File: config.mk
export PLATFORM = sky130hd
export DESIGN_NAME = imx_sublvds_gen
export DESIGN_NICKNAME = d
export VERILOG_FILES = /design/src/rtl/imx_sublvds_pkg.sv /design/src/rtl/imx_lane_serializer.sv /design/src/rtl/imx_sublvds_gen.sv
export SDC_FILE = /design/constraint.sdc
export NUM_CORES = 1
export LEC_CHECK = 0
export BUFFER_PORTS_ARGS = -buffer_cell sky130_fd_sc_hd__buf_2
export CAP_MARGIN = 10
export CORE_ASPECT_RATIO = 0.75
export CORE_UTILIZATION = 60
export CTS_CLUSTER_DIAMETER = 40
export DETAILED_ROUTE_END_ITERATION = 6
export GPL_TIMING_DRIVEN = 0
export PLACE_DENSITY_LB_ADDON = 0.25
export SLEW_MARGIN = 20
export SYNTH_ARGS = -nofsm -noshare
export SYNTH_HDL_FRONTEND = slang
export SYNTH_SLANG_ARGS = --single-unit
File: constraint.sdc
create_clock -name clk_i -period 3.4 [get_ports clk_i]
set_input_delay 0.68 -clock clk_i [delete_from_list [all_inputs] [get_ports clk_i]]
set_output_delay 0.68 -clock clk_i [all_outputs]
set_load 0.005 [all_outputs]
File: src/rtl/imx_sublvds_pkg.sv
// Shared subLVDS definitions: sync codes, reserved/fill words, line-state enum and
// the nibble-lane mapping used by both the stream generator and the capture path.
package imx_sublvds_pkg;

  localparam int NUM_CH = 8;
  localparam int WORD_W = 12;
  localparam int BEAT_W = 32;

  localparam logic [WORD_W-1:0] SYNC_PREAMBLE   = 12'hFFF;
  localparam logic [WORD_W-1:0] SYNC_ZERO       = 12'h000;
  localparam logic [WORD_W-1:0] XYZ_SAV_VALID   = 12'h800;
  localparam logic [WORD_W-1:0] XYZ_EAV_VALID   = 12'h9D0;
  localparam logic [WORD_W-1:0] XYZ_SAV_INVALID = 12'hAB0;
  localparam logic [WORD_W-1:0] XYZ_EAV_INVALID = 12'hB60;

  localparam logic [WORD_W-1:0] RESERVED_LO  = 12'h000;
  localparam logic [WORD_W-1:0] RESERVED_HI  = 12'hFFF;
  localparam logic [WORD_W-1:0] BLANK_WORD   = 12'h000;
  localparam logic [WORD_W-1:0] INVALID_FILL = 12'h040;

  typedef enum logic [2:0] {
    ST_IDLE,
    ST_SAV,
    ST_PIX,
    ST_EAV,
    ST_HBLANK
  } line_state_e;

  // Beat bit carrying nibble bit (3-k) of channel ch; k=0 is the nibble MSB.
  function automatic int unsigned lane_bit(input int unsigned ch, input int unsigned k);
    return ch + NUM_CH * k;
  endfunction

  function automatic logic [WORD_W-1:0] clamp_pixel(input logic [WORD_W-1:0] raw);
    if (raw == RESERVED_LO) return RESERVED_LO + 12'd1;
    if (raw == RESERVED_HI) return RESERVED_HI - 12'd1;
    return raw;
  endfunction

  function automatic logic [WORD_W-1:0] sync_word(input logic [1:0] idx,
                                                  input logic [WORD_W-1:0] xyz);
    case (idx)
      2'd0:    return SYNC_PREAMBLE;
      2'd3:    return xyz;
      default: return SYNC_ZERO;
    endcase
  endfunction

endpackage

File: src/rtl/imx_lane_serializer.sv
// Selects one nibble of each channel's 12-bit word by phase and registers the
// resulting 32-bit nibble-interleaved beat.
module imx_lane_serializer
  import imx_sublvds_pkg::*;
(
  input  logic                           clk_i,
  input  logic                           rst_i,
  input  logic [NUM_CH-1:0][WORD_W-1:0]  words_i,
  input  logic [1:0]                     phase_i,
  output logic [BEAT_W-1:0]              beat_o
);

  logic [BEAT_W-1:0] beat_d;
  logic [BEAT_W-1:0] beat_q;
  logic [3:0]        nib;

  always_comb begin
    beat_d = '0;
    nib    = '0;
    for (int c = 0; c < NUM_CH; c++) begin
      case (phase_i)
        2'd0:    nib = words_i[c][11:8];
        2'd1:    nib = words_i[c][7:4];
        default: nib = words_i[c][3:0];
      endcase
      for (int k = 0; k < 4; k++) begin
        beat_d[lane_bit(c, k)] = nib[3-k];
      end
    end
  end

  always_ff @(posedge clk_i) begin
    if (rst_i) beat_q <= '0;
    else       beat_q <= beat_d;
  end

  assign beat_o = beat_q;

endmodule

File: src/rtl/imx_sublvds_gen.sv
// subLVDS sensor emulator: frames 8 parallel 12-bit channels with SAV/EAV sync codes,
// vertical blanking lines and a per-frame shifted pixel ramp.
module imx_sublvds_gen
  import imx_sublvds_pkg::*;
#(
  parameter int          ACTIVE_WORDS = 1920,
  parameter int          HBLANK_WORDS = 16,
  parameter int          V_TOP        = 8,
  parameter int          V_ACTIVE     = 1080,
  parameter int          V_BOTTOM     = 8,
  parameter logic [11:0] CH_STEP      = 12'h010
) (
  input  logic               clk_i,
  input  logic               rst_i,
  input  logic               en_i,
  output logic [BEAT_W-1:0]  dataout_o,
  output logic               frame_active_o,
  output logic               pix_valid_o,
  output logic [7:0]         frame_cnt_o,
  output line_state_e        dbg_state_o
);

  localparam int MAXW   = (ACTIVE_WORDS > HBLANK_WORDS)
                          ? ((ACTIVE_WORDS > 4) ? ACTIVE_WORDS : 4)
                          : ((HBLANK_WORDS > 4) ? HBLANK_WORDS : 4);
  localparam int WCNT_W = $clog2(MAXW);
  localparam int LINES  = V_TOP + V_ACTIVE + V_BOTTOM;
  localparam int LCNT_W = (LINES > 1) ? $clog2(LINES) : 1;

  line_state_e        state_q;
  logic [1:0]         phase_q;
  logic [WCNT_W-1:0]  word_q;
  logic [LCNT_W-1:0]  line_q;
  logic [7:0]         frame_cnt_q;

  // Word/state counters only move on phase 2, so each word spans exactly 3 beats.
  always_ff @(posedge clk_i) begin
    if (rst_i) begin
      state_q     <= ST_IDLE;
      phase_q     <= 2'd0;
      word_q      <= '0;
      line_q      <= '0;
      frame_cnt_q <= 8'd0;
    end else if (state_q == ST_IDLE) begin
      if (en_i) begin
        state_q <= ST_SAV;
        phase_q <= 2'd0;
        word_q  <= '0;
        line_q  <= '0;
      end
    end else if (phase_q != 2'd2) begin
      phase_q <= phase_q + 2'd1;
    end else begin
      phase_q <= 2'd0;
      word_q  <= word_q + WCNT_W'(1);
      case (state_q)
        ST_SAV: if (word_q == WCNT_W'(3)) begin
          state_q <= ST_PIX;
          word_q  <= '0;
        end
        ST_PIX: if (word_q == WCNT_W'(ACTIVE_WORDS - 1)) begin
          state_q <= ST_EAV;
          word_q  <= '0;
        end
        ST_EAV: if (word_q == WCNT_W'(3)) begin
          state_q <= ST_HBLANK;
          word_q  <= '0;
        end
        ST_HBLANK: if (word_q == WCNT_W'(HBLANK_WORDS - 1)) begin
          word_q <= '0;
          if (line_q == LCNT_W'(LINES - 1)) begin
            line_q      <= '0;
            frame_cnt_q <= frame_cnt_q + 8'd1;
            state_q     <= en_i ? ST_SAV : ST_IDLE;
          end else begin
            line_q  <= line_q + LCNT_W'(1);
            state_q <= ST_SAV;
          end
        end
        default: state_q <= ST_IDLE;
      endcase
    end
  end

  logic                           line_valid;
  logic [NUM_CH-1:0][WORD_W-1:0]  words_d;
  logic                           fa_d;
  logic                           pv_d;

  assign line_valid = (line_q >= LCNT_W'(V_TOP)) && (line_q < LCNT_W'(V_TOP + V_ACTIVE));

  always_comb begin
    words_d = '0;
    fa_d    = (state_q != ST_IDLE);
    pv_d    = 1'b0;
    for (int c = 0; c < NUM_CH; c++) begin
      case (state_q)
        ST_SAV: words_d[c] = sync_word(word_q[1:0],
                                       line_valid ? XYZ_SAV_VALID : XYZ_SAV_INVALID);
        ST_PIX: words_d[c] = line_valid
                             ? clamp_pixel(WORD_W'(word_q) + WORD_W'(c) * CH_STEP
                                           + {4'b0, frame_cnt_q})
                             : INVALID_FILL;
        ST_EAV: words_d[c] = sync_word(word_q[1:0],
                                       line_valid ? XYZ_EAV_VALID : XYZ_EAV_INVALID);
        ST_HBLANK: words_d[c] = BLANK_WORD;
        default:   words_d[c] = '0;
      endcase
    end
    if (state_q == ST_PIX) pv_d = line_valid;
  end

  logic [NUM_CH-1:0][WORD_W-1:0]  words_s1_q;
  logic [1:0]                     phase_s1_q;
  logic                           fa_s1_q, pv_s1_q, fa_q, pv_q;
  logic [7:0]                     fc_s1_q, fc_q;

  // Flags travel through the same two register stages as the data beat.
  always_ff @(posedge clk_i) begin
    if (rst_i) begin
      words_s1_q <= '0;
      phase_s1_q <= 2'd0;
      fa_s1_q    <= 1'b0;
      pv_s1_q    <= 1'b0;
      fc_s1_q    <= 8'd0;
      fa_q       <= 1'b0;
      pv_q       <= 1'b0;
      fc_q       <= 8'd0;
    end else begin
      words_s1_q <= words_d;
      phase_s1_q <= phase_q;
      fa_s1_q    <= fa_d;
      pv_s1_q    <= pv_d;
      fc_s1_q    <= frame_cnt_q;
      fa_q       <= fa_s1_q;
      pv_q       <= pv_s1_q;
      fc_q       <= fc_s1_q;
    end
  end

  imx_lane_serializer u_ser (
    .clk_i   (clk_i),
    .rst_i   (rst_i),
    .words_i (words_s1_q),
    .phase_i (phase_s1_q),
    .beat_o  (dataout_o)
  );

  assign frame_active_o = fa_q;
  assign pix_valid_o    = pv_q;
  assign frame_cnt_o    = fc_q;
  assign dbg_state_o    = state_q;

endmodule

==> run metrics, run 1 <==
status finished clean; YS warnings 0; Non-Filler Instances 1386; HP Start fc_s1_q[1]; crit-path cells ha_1 -> ha_1 -> fa_1 -> nand2b_1 -> clkbuf_4 -> a21oi_1 -> xor2_1 -> or4_1 -> a2111o_1 -> o31ai_2; worst reg-to-reg setup slack 20 ps; Clock Tree Root clkbuf_16; Critical path origin word_q[1]; Area growth syn-to-layout 13.5%; core area 14700 sq um; CP startpoint kind register; Slew Limit Fails 0; Filler cells 1173; CTS tree done; Via Count 8566; clk_lat worst skew 440 ps; Achievable Freq 296 MHz; antenna fix cells 0; share of cells above drive strength 1 11.3%; Die W 145 um; Psw 1.45 mW; PortBufs 47; pwr dens 472 nW/um^2; CP endpoint kind register; Max stage delay on crit path 640 ps; I/O pin count 48; Worst-Margin Slew 1120 ps; number of synthesized flops with an enable pin 0; Peak VDD IR 0.304 mV; first-pass GRT wire length 43500 um; WP buf/inv 1; wire per inst 20.6 um; Int Pwr 3.48 mW; GRT Total Usage 36.8%; Distinct cells, synth 74; mux contribution to synthesized area 4.58%; Post-Synth Simple-Gate Area 22.2%; final count of hold timing violations 0; Starting Density 62.5%; Synth Area in Compound Gates 17.8%; Pre-antenna DRT Iters 7; setup TNS 0 ps; post-synthesis xor/xnor area fraction 4.28%; Mapped Cells 1107; cell family with most CP delay adder cells; fraction of registers with async set/reset 0%; post-route clock skew 12.6 ps; vias in the first global route 7581; reg2reg end words_s1_q[36]; switch share 29.4%; drt total wl 28600 um; Comb pwr share 11.9%; pin count of the biggest net entering global routing 21; syn_nets 1151; final instance area 10500 sq um; CTS sink cnt 185; ANT nets after route 0; Leakage 4.15 nW; fin util 70.9%; largest fanout on the critical path 10; synthesized-area fraction occupied by adder cells 6.22%; CP dominant cell by count ha_1; Die ar. 15900 sq um; DRC viols 0; die span in y 109 um; combinational family with the most area after synthesis simple AND/OR/NAND/NOR gates; clk slew on worst S/H paths 80 ps; Mapped Area 9210 sq um; DR vias/cell 6.18; Num CTS Buffers 17; R2R Path Start word_q[1]; Mapped Avg Cell Area 8.32 sq um; grt ovf 0; Hold Path End frame_cnt_o[1]; Final setup viols 0; slowest CP cell or4_1; DR iter-0 viols 1119; CP required 3730 ps; register area share after synthesis 40.2%; Nets 1217; clock share of power 41.1%; Post-Place Cell Area 9690 sq um; Clock Tree Buf Depth 2; Inst Count DP 1354; CTS H-Tree Depth 4; min Tclk post-route 3380 ps; worst hold path class reg -> reg; commonest non-fill, non-tap cell in the layout dfxtp_1; path depth of the worst reg2reg path 10; period utilisation layout 99.3%; MaxCap Viol Count 0; Arr. time, crit path 3700 ps; hold path depth 1; commonest cells after routing, fill and taps aside dfxtp_1 (179), nor2_1 (159), a21oi_1 (107), nand2_1 (63), o21ai_0 (61); hpwl dp 21600 um; Flop pwr share 47.0%; CP Class reg -> reg; Max-slew headroom 25.1%; Post-synth top flop dfxtp_1; flops & latches, synth 185; initial antenna violation count 0; GPL Wtd Cong 1.06; # rows 38
cell families (layout without fill, tap and decap cells):
kind of cell	count (synthesis)	in the layout
muxes	42	42
and+or+nand+nor	414	414
AOI/OAI and AO/OA	267	267
xor gates and xnor gates	45	45
DFF	185	185
adders and majority gates	41	41
buffers and inverters	113	192
metrics by stage:
stage               total power, mW  hold WS [ps]  setup WS [ps]
detailed placement             2.93           420           -345
global placement               2.91           416           -386
finish                         4.93           436           22.3
global route                   5.09           458          -14.6
CTS                            4.92           439           14.5
floorplan                      2.75           414            537
power groups by stage:
stage	Combinational, mW	Clock [mW]	Sequential, mW
detailed placement	0.563	0	2.37
CTS	0.571	2.03	2.32
finish	0.588	2.03	2.32
floorplan	0.386	0	2.36
global route	0.640	2.13	2.33
global placement	0.551	0	2.36
cell usage after synthesis (all sizes together) (14+ instances only):
master,instances,area (sq um)
xnor2,38,333
nand2b,16,100
a31oi,14,87.6
nor3,30,160
mux2i,41,410
ha,33,413
nand2,63,236
a21oi,107,536
nand3,27,135
inv,48,180
a21o,16,120
o21ai,66,330
dfxtp,185,3700
nor2b,26,163
and3,15,93.8
nor2,160,601
buf,17,72.6
clkbuf,47,176
how the worst max path moves through the flow:
stage	endpoint	cells past startpoint	slack [ps]
after global placement	words_s1_q[12]	11	-390
after detailed placement	words_s1_q[12]	11	-340
after CTS	words_s1_q[36]	10	10
after floorplan	words_s1_q[36]	11	540
final	words_s1_q[36]	10	20
after global routing	words_s1_q[36]	10	-10
worst register-to-register path, delay by kind of cell (launching register included):
| family | cells | cell delay (ps) |
|---|---|---|
| and+or+nand+nor | 2 | 740 |
| buffers and inverters | 1 | 210 |
| AOI/OAI and AO/OA | 3 | 740 |
| DFF | 1 | 370 |
| xor gates and xnor gates | 1 | 250 |
| adders and majority gates | 3 | 960 |
layout make-up:
cell class | count | area [sq um] | share of cell area [%]
Clock buffer | 18 | 439 | 4.20
Sequential cell | 185 | 3710 | 35.5
Buffer | 61 | 244 | 2.33
Timing Repair Buffer | 50 | 258 | 2.47
Multi-Input combinational cell | 809 | 5200 | 49.7
Clock inverter | 14 | 168 | 1.60
Tap cell | 200 | 250 | 2.39
Inverter | 49 | 184 | 1.76
timing repair:
action,in CTS,in global routing
setup endpoints to repair,6,7
pin swaps,1,1
hold buffers,0,0
buffers inserted,0,3
resized for setup,15,23
routing by layer:
metal	track usage, %	share of wire (%)	up-vias
met2	51.8	40	500
li1	-	-	3974
met5	0	0	-
met3	9.50	12	70
met1	53.7	46	4022
met4	14.1	3.1	0
state kept, by name (all words and copies together), names as in the netlist, 3 cells and up:
| register | cells |
|---|---|
| words_s1_q | 96 |
| u_ser.beat_o | 32 |
| line_q | 11 |
| word_q | 11 |
| fc_s1_q | 8 |
| frame_cnt_o | 8 |
| frame_cnt_q | 8 |
| dbg_state_o | 3 |
(Power assumes the default switching activity.)
==> run 2: changes to the inputs <==
--- a/config.mk
+++ b/config.mk
@@ -8,12 +8,15 @@
 export BUFFER_PORTS_ARGS = -buffer_cell sky130_fd_sc_hd__buf_2
 export CAP_MARGIN = 10
 export CORE_ASPECT_RATIO = 0.75
+export CORE_MARGIN = 3
 export CORE_UTILIZATION = 60
 export CTS_CLUSTER_DIAMETER = 40
 export DETAILED_ROUTE_END_ITERATION = 6
 export GPL_TIMING_DRIVEN = 0
 export PLACE_DENSITY_LB_ADDON = 0.25
+export RECOVER_POWER = 50
 export SLEW_MARGIN = 20
 export SYNTH_ARGS = -nofsm -noshare
 export SYNTH_HDL_FRONTEND = slang
+export SYNTH_HIERARCHICAL = 1
 export SYNTH_SLANG_ARGS = --single-unit
==> run metrics, run 2 <==
commonest non-fill, non-tap cell in the layout dfxtp_1; Nets 1120; ANT nets after route 0; worst hold path class reg -> reg; CP startpoint kind register; min Tclk post-route 3330 ps; CTS tree done; final count of hold timing violations 0; I/O pin count 48; R2R Path Start word_q[3]; Inst Count DP 1255; syn_nets 1055; top post-synthesis cells by area dfxtp_1 (42%), mux2i_1 (4.5%), a21oi_1 (4.4%); YS warnings 6; Most Used Layer, Global Route met1; Hold Path End frame_cnt_o[1]; Non-Filler Instances 1286; Synth top cells by count dfxtp_1 (185), nor2_1 (95), a21oi_1 (78); GPL Wtd Cong 1.01; Distinct cells, synth 63; Arr. time, crit path 3680 ps; CTS H-Tree Depth 4; Die W 146 um; Mapped Avg Cell Area 8.74 sq um; Final setup viols 0; drt total wl 24300 um; MaxCap Viol Count 0; GRT Total Usage 29.5%; Num CTS Buffers 17; Post-Place Cell Area 9330 sq um; Critical path origin word_q[3]; DRC viols 0; share of cells above drive strength 1 8.71%; CTS sink cnt 185; Max stage delay on crit path 560 ps; # rows 37; Mapped Area 8850 sq um; RSZ-0062 raised after global routing yes; register area share after synthesis 41.8%; pre-CTS setup slack -154 ps; Area growth syn-to-layout 12.2%; DR vias/cell 5.98; CP endpoint kind register; wire per inst 18.9 um; CTS Hold Bufs 0; Achievable Freq 300 MHz; worst setup margin 71.5 ps; pin count of the biggest net entering global routing 19; reg2reg end words_s1_q[48]; Via Count 7690; HP Start fc_s1_q[1]; PortBufs 47; pwr dens 483 nW/um^2; first-pass GRT wire length 37600 um; number of synthesized flops with an enable pin 0; final instance area 9930 sq um; CP required 3750 ps; antenna fix cells 0; Peak VDD IR 0.327 mV; die span in y 111 um; Starting Density 62.9%; top-count cell post-synth dfxtp_1; path depth of the worst reg2reg path 10; grt met2 use 42.2%; slowest CP cell or4b_1; Clock Tree Root clkbuf_16; core area 14100 sq um; vias in the first global route 6818; crit-path cells ha_1 -> fa_1 -> clkbuf_1 -> nor2_1 -> a21oi_2 -> a21oi_1 -> o21bai_1 -> xnor2_1 -> or4b_1 -> o31ai_1; flops & latches, synth 185; commonest cells after routing, fill and taps aside dfxtp_1 (184), nor2_1 (95), a21oi_1 (76), nand2_1 (72), o21ai_0 (71); met1 GRT Util 43.5%; Synth area leader dfxtp_1; CP Class reg -> reg; Mapped Cells 1013; clk_lat worst skew 440 ps; hpwl dp 18400 um; Post-synth top flop dfxtp_1; Synth top area share 41.8%; met3 usage 8.26%; Top reg by flops words_s1_q; Hold Slack 434 ps; post-route clock skew 6.11 ps; grt ovf 0; DR iter-0 viols 874; Worst-Margin Slew 942 ps; fin util 70.6%; fraction of registers with async set/reset 0%; Max-slew headroom 36.8%; hold path depth 1; period utilisation layout 97.9%; largest fanout on the critical path 8; Clock Tree Buf Depth 2; clk slew on worst S/H paths 70 ps; Die ar. 16300 sq um; worst reg-to-reg setup slack 70 ps; initial antenna violation count 0; Slew Limit Fails 0; Leakage 4.00 nW; max FFs per register 96; status finished clean; Pre-antenna DRT Iters 5
run 2: cell types whose count changed after synthesis, moves of 9 or more:
cell      delta
a21oi_1     -29
and3_1      -12
a21o_1      -10
nor3_1      -11
nand2_1      +9
xor2_1      +21
a211oi_1    +30
o21ai_0     +12
nor2b_1     +32
o31ai_1      +9
nor4_1       -9
nor2_1      -65
run 2: where the power goes:
group | leakage (nW) | internal [mW] | switching (mW) | total, mW
Clock | 0.291 | 1.06 | 0.916 | 1.98
Sequential | 1.49 | 2.27 | 0.0350 | 2.30
Combinational | 2.22 | 0.184 | 0.335 | 0.519
Total | 4.00 | 3.52 | 1.29 | 4.80
run 2: how the worst max path moves through the flow:
stage,to,slack [ps]
4_1_cts,words_s1_q[48],20
2_1_floorplan,words_s1_q[48],610
3_5_place_dp,words_s1_q[48],-150
6_report,words_s1_q[48],70
3_3_place_gp,words_s1_q[48],-100
5_1_grt,words_s1_q[48],-90
run 2: kinds of logic after synthesis:
logic type | Yosys count | synth area share (%)
mux | 42 | 4.78
compound gates | 254 | 17.4
buf+inv | 100 | 5.02
xor+xnor | 59 | 5.84
simple gates | 334 | 19.0
flops | 185 | 41.8
fa+ha+maj | 39 | 6.19
run 2: what timing repair did:
action                                  CTS  global route
gates cloned                              0             0
hold endpoints to repair                  0             0
resized for setup                         2            10
endpoints found under the setup margin    2            11
setup buffers                             0             0
run 2: stage by stage:
stage	power, mW	setup TNS [ps]
4_1_cts	4.80	0
3_5_place_dp	2.85	-154
5_1_grt	4.97	-89.1
3_3_place_gp	2.85	-95.2
6_report	4.80	0
2_1_floorplan	2.71	0
run 2: layout make-up:
| cell class | instances | area, sq um |
|---|---|---|
| inverter | 40 | 150 |
| timing repair buffer | 47 | 221 |
| fill | 1143 | 4140 |
| buffer | 59 | 292 |
| clock inverter | 14 | 151 |
| tap | 195 | 244 |
| multi-input combinational | 728 | 4730 |
| clock buffer | 18 | 439 |
| sequential | 185 | 3700 |
run 2: worst max-delay path, delay by kind of cell, from the launching register on:
kind	cells	cell delay, ps
AO/OA/AOI/OAI	4	800
buffers and inverters	1	350
XOR/XNOR	1	240
AND/OR/NAND/NOR	2	670
flip-flops	1	380
adder cells (fa/ha/maj)	2	800
run 2: layer usage:
layer / vias up / wire [um] / part of all wire [%]
li1: 3633 / - / -
met1: 3606 / 11200 / 46
met2: 411 / 10000 / 41
met3: 40 / 2690 / 11
met4: 0 / 441 / 1.8
met5: - / 0 / 0
